<file path="src/rtl/cu_mod0_1.sv">
// Control unit for the BF2II (delay-DELAY) butterfly stage of module 0.
// Counts accepted samples and derives butterfly enable, -j select, output strobes and the next-stage alert.
module cu_mod0_1 #(
    parameter int DELAY = 8,
    parameter int FRAME = 512
) (
    input  logic clk,
    input  logic rst,
    input  logic valid,
    input  logic alert_mod01,
    output logic bf_en,
    output logic rot_j,
    output logic valid_fac8_1,
    output logic alert_mod02,
    output logic frame_done
);
    localparam int D  = $clog2(DELAY);
    localparam int CW = $clog2(FRAME);

    typedef enum logic [1:0] {IDLE, FILL, RUN} state_t;

    state_t          state, state_nxt;
    logic [CW-1:0]   k;
    logic            accept;
    logic            sent;

    always_comb begin
        accept    = 1'b0;
        state_nxt = state;
        case (state)
            IDLE: begin
                accept = valid & alert_mod01;
                if (accept) state_nxt = FILL;
            end
            FILL: begin
                accept = valid;
                if (accept && k == CW'(DELAY - 1)) state_nxt = RUN;
            end
            RUN: accept = valid;
            default: state_nxt = IDLE;
        endcase
    end

    // Outputs describe the sample just accepted, so they use k before increment.
    always_ff @(posedge clk) begin
        if (rst) begin
            state        <= IDLE;
            k            <= '0;
            sent         <= 1'b0;
            bf_en        <= 1'b0;
            rot_j        <= 1'b0;
            valid_fac8_1 <= 1'b0;
            alert_mod02  <= 1'b0;
            frame_done   <= 1'b0;
        end else begin
            state        <= state_nxt;
            valid_fac8_1 <= 1'b0;
            alert_mod02  <= 1'b0;
            frame_done   <= 1'b0;
            if (accept) begin
                k            <= k + CW'(1);
                bf_en        <= k[D];
                rot_j        <= k[D+1] & ~k[D];
                valid_fac8_1 <= (state == RUN);
                frame_done   <= (k == CW'(FRAME - 1));
                // Only the first RUN sample after a start wakes stage 2.
                if (state == RUN && !sent) begin
                    alert_mod02 <= 1'b1;
                    sent        <= 1'b1;
                end
            end
        end
    end
endmodule

</file>
<file path="config.mk">
export PLATFORM = sky130hd
export DESIGN_NAME = cu_mod0_1
export DESIGN_NICKNAME = d
export VERILOG_FILES = /design/src/rtl/cu_mod0_1.sv
export SDC_FILE = /design/constraint.sdc
export NUM_CORES = 1
export LEC_CHECK = 0
export CORE_UTILIZATION = 53
export CTS_CLUSTER_SIZE = 25
export DETAILED_ROUTE_END_ITERATION = 10
export PLACE_DENSITY = 0.85
export SETUP_SLACK_MARGIN = 0.15
export SKIP_CTS_REPAIR_TIMING = 1
export SLEW_MARGIN = 20
export SYNTH_ARGS = -nofsm -noshare
export SYNTH_HDL_FRONTEND = slang
export SYNTH_SLANG_ARGS = --single-unit
</file>
<file path="constraint.sdc">
create_clock -name clk -period 2 [get_ports clk]
set_input_delay 0.4 -clock clk [delete_from_list [all_inputs] [get_ports clk]]
set_output_delay 0.4 -clock clk [all_outputs]
set_load 0.05 [all_outputs]
</file>
# After elaboration in Yosys (flattened, before gate mapping)
# Index checks and enable logic that the tools add are counted.
# W data, S select, Z words.
dict set report word_totals {
  mem_count 0
  output_inout_bits 5
  latch_bits 0
  ramBits 0
  mem_bits_ro 0
  register_bits 17
  in_bits 4
  word_cells 33
}
dict set report classes {
  n_mux 5
  order_cmp 0
  n_reduce_logical 8
  n_mul 0
  div_mod_pow 0
  addsub 1
  n_bitwise 5
  n_eq_ne 6
  shift 0
}
# cell n
set ops {}
lappend ops {{$add A9 B1 Y9 const B} 1}
lappend ops {{$eq A9 B3 Y1 const B} 1}
lappend ops {{$eq A9 B9 Y1 const B} 1}
lappend ops {{$pmux W2 S3} 1}
lappend ops {{$mux W2} 2}
lappend ops {{$ne A2 B2 Y1 const B} 2}
lappend ops {{$reduce_or A2 Y1} 2}
lappend ops {{$not A1 Y1} 3}
lappend ops {{$reduce_and A3 Y1} 1}
lappend ops {{$and A1 B1 Y1} 2}
lappend ops {{$eq A2 B1 Y1 const B} 1}
lappend ops {{$eq A2 B2 Y1 const B} 1}
lappend ops {{$logic_and A1 B1 Y1} 2}
lappend ops {{$logic_not A2 Y1} 1}
lappend ops {{$pmux W1 S2} 1}
lappend ops {{$reduce_and A2 Y1} 1}
lappend ops {{$logic_not A1 Y1} 1}
lappend ops {{$mux W1} 1}

# Depth between registers and ports, before layout
dict set report depth {
  ltp_word 5
  depth_mapped 7
  mapped_depth_nobuf 6
}

# Least setup slack after synthesis
# No wires, ideal clock.
dict set report synth_path {
  path_kind {register to register}
  from {register state[0]}
  to {register k[5]}
  setup_slack_ns 0.571
  stages_incl_launch_ff 8
  t_required_ns 1.883
  t_arrival_ns 1.312
  path_buffers 1
  setup_ns 0.117
  period_less_slack_ns 1.429
  path_cell_list {dfxtp_1 inv_1 ha_1 a21oi_2 clkbuf_8 nor4_2 xnor2_1 nor2_1}
}
dict set report synth_between {
  elab_chain_cells 3
  elab_cells_between_ends 5
  cone_classes {eq/ne: 2; mux: 1; reduce/logical: 2}
}
# element line_no
set synth_rtl {}
lappend synth_rtl {{from (decl)} 22} ;# state_t state, state_nxt;
lappend synth_rtl {{from (signal assigned)} 56} ;# state <= state_nxt;
lappend synth_rtl {{$eq A2 B2 Y1 / $eq A2 B1 Y1 (equally long branches)} 30} ;# case (state)
lappend synth_rtl {{$reduce_or A2 Y1 (no source line)} -}
lappend synth_rtl {{$pmux W1 S2 *} 30}
lappend synth_rtl {{to (signal assigned)} 61} ;# k <= k + CW'(1);
lappend synth_rtl {{to (decl)} 23} ;# logic [CW-1:0] k;
# Every way passes the cells marked *; elsewhere a longest branch is shown, timed or not.
# A chain may end at the register's enable or synchronous reset.

# Worst setup path after layout
dict set report layout_path {
  from {register valid_fac8_1}
  to {output valid_fac8_1}
}
# element line_no
set layout_lines {}
lappend layout_lines {{from (decl)} 13} ;# output logic valid_fac8_1,
lappend layout_lines {{from (signal assigned)} 64} ;# valid_fac8_1 <= (state == RUN);
# No word-level cell between the ends.

==> results.cfg <==
[status]
status = completed

[grt]
antenna_found_initial = 0
grt_pass1_vias = 622
grt_start_max_net_pins = 17
grt_first_pass_wirelength_um = 2660
overflow = 0
gr-usage-all-layers_pct = 19.2

[power_and_ir_drop]
leakage_nw = 0.373
share_comb_of_total_power_pct = 27.0
pwr-share-seq_pct = 48.9
intPower_mw = 0.522
clkPwrFrac_pct = 24.0
power_density_nw_per_um2 = 770
power.share.switching_pct = 31.2
peakVddDrop_v = 0.000467
power_switching_mw = 0.237

[route]
avgViaCountPerCell = 5.58
firstDrtPassIters = 4
wl_met2_um = 759
highest_layer = met4
vias = 642
first_iter_violations = 5
met1Wirelength_um = 685
antenna_left = 0
routed-wl-met3_um = 28
drc = 0
wl_per_cell_um = 12.9
routed_wirelength_um = 1490

[floorplanning]
rows = 14
chipHeight_um = 42.3
die-area_um2 = 1790
dieWidth_um = 42.3
start_util_pct = 57.1
ios = 9
core_um2 = 1510

[clocking]
cts-root-buf = clkbuf_4
cts_buffers = 3
insertion_delay_ps = 280
cts.sinks = 17
htree_num_levels = 1
cts_tree = done
cts_buffer_depth = 2
clkTransAtPathRegs_ps = 100

[timing]
tightest_slew_ps = 500
hold_viol = 0
finClkSkew_ps = 2.65
period_needed_ps = 1800
fin_crit_sh_pct = 90.0
slew_headroom_pct = 66.6
rsz0062_at_grt = no
setup_viol_count_final = 0
max_freq_mhz = 556
fin_setup_tns_ps = 0
maxSlewViolCount = 0

[worst_setup_path]
endpoint_kind = output pin
critical_path.top_delay_family = buffers and inverters
cp_max_fo = 1
worst-path-buf-inv = 1
slowest_delay_ps = 790
cp.arrival_ps = 1400
crit_chain = clkdlybuf4s50_1
start_kind = flop
crit_type = reg -> out
crit_required_ps = 1600
cpMaxStageDelayCell = clkdlybuf4s50_1

[final_layout]
drive_gt1_share_pct = 15.2
regArea_um2 = 340
most-common-layout-cells = dfxtp_1, nor2_1, xnor2_1
final_nets = 110
fillers = 122
fin_area_um2 = 986
layout_commonest_cell = dfxtp_1
multi_input_area_um2 = 467
area_delta_synth_final_pct = 14.5
insertedDiodeCount = 0

[synth]
synthSimpleGateAreaFrac_pct = 26.7
syn_area_per_cell_um2 = 9.67
synthesis.nets = 99
synth_area_um2 = 861
ys_types = 29
postSynthRegisterBits = 17
yosysSeqAreaShare_pct = 39.5
syn-instance-count = 89
ys_warn_count = 0
synth_fa_ha_area_share_pct = 8.72
synthMuxAreaShare_pct = 1.16
synth-xor-area-share_pct = 7.12
synth_compound_area_share_pct = 10.5
synth_top_family_by_area = simple AND/OR/NAND/NOR gates

[placed_design]
place_area_um2 = 953
hpwl_um = 1100
numPortBuffers = 8
place_congestion = 0.775

[flow_run]
drv_cap = 0

[worst_hold_path]
worstHoldPathType = reg -> reg
[power by group through the flow]
stage	registers, mW	logic [mW]	clock network, mW
2_1_floorplan	0.375	0.145	0
3_3_place_gp	0.378	0.194	0
3_5_place_dp	0.379	0.205	0
4_1_cts	0.371	0.206	0.185
5_1_grt	0.373	0.226	0.192
6_report	0.371	0.205	0.182
[synth_stat cells, drive strengths merged]
| master | n | area (um2) |
|---|---|---|
| dfxtp | 17 | 340 |
| nor2 | 11 | 41.3 |
| xnor2 | 7 | 61.3 |
| a21oi | 6 | 33.8 |
| ha | 6 | 75.1 |
| nand2 | 5 | 18.8 |
| nor4b | 4 | 47.6 |
| o21ai | 4 | 20.0 |
| buf | 3 | 23.8 |
| inv | 3 | 11.3 |
| nand2b | 3 | 26.3 |
| nand3 | 3 | 15.0 |
| nor4 | 3 | 37.5 |
| a21boi | 2 | 15.0 |
| clkbuf | 2 | 18.8 |
| nand4 | 2 | 12.5 |
| nor3 | 2 | 10.0 |
| a211oi | 1 | 12.5 |
| mux2i | 1 | 10.0 |
| nand3b | 1 | 7.51 |
| nor2b | 1 | 6.26 |
| nor3b | 1 | 7.51 |
| o31a | 1 | 8.76 |
[final cells by class]
| type | count | area share [%] |
|---|---|---|
| repair buffers | 11 | 12.2 |
| well taps | 16 | 2.03 |
| clock inverters | 1 | 0.508 |
| clock buffers | 3 | 2.28 |
| flip-flops and latches | 17 | 34.5 |
| inverters | 3 | 1.14 |
| multi-input cells | 64 | 47.3 |
[worst paths after layout]
| path | from | to | slack, ps | cells after the start |
|---|---|---|---|---|
| min reg2reg | sent$_SDFFE_PP0P_ | alert_mod02$_SDFF_PP0_ | 430 | 1 |
| min | sent$_SDFFE_PP0P_ | alert_mod02$_SDFF_PP0_ | 430 | 1 |
| max reg2reg | state[0]$_SDFFE_PP0P_ | k[0]$_SDFFE_PP0P_ | 330 | 7 |
| max | valid_fac8_1$_SDFF_PP0_ | valid_fac8_1 | 200 | 1 |
[registers in the layout (all words and copies together) (netlist names)]
signal,flops
bf_en,1
frame_done,1
k,9
valid_fac8_1,1
alert_mod02,1
rot_j,1
sent,1
state,2
[worst register-to-register path, cell delays in order (launching register included)]
cell and delay, ps:
dfxtp_1 400, inv_1 90, ha_1 320, a21oi_2 300, nor2_1 100, buf_4 170
xnor2_1 130, nor2_1 60
[per-layer routing]
layer	GRT usage [%]	vias up
met1	24.7	310
met3	2.59	2
met4	7.50	0
met2	32.3	5
li1	-	325
met5	0	-
[through the flow]
step	utilization, %	hold WS (ps)	std cells	setup slack (ps)	power (mW)
finish	65.4	430	115	201	0.759
detailed placement	63.3	404	111	166	0.584
CTS	65.1	421	115	159	0.762
floorplan	-	393	89	571	0.521
global route	65.4	455	115	171	0.792
global placement	63.3	406	111	215	0.573
[kinds of logic (layout without fill, tap and decap cells)]
group | after synthesis | count (layout)
adder cells (fa/ha/maj) | 6 | 6
AND/OR/NAND/NOR | 36 | 36
multiplexers | 1 | 1
buffers and inverters | 8 | 18
flip-flops | 17 | 17
AO/OA/AOI/OAI | 14 | 14
XOR/XNOR | 7 | 7
No activity file was read; power rests on OpenSTA's default activity.
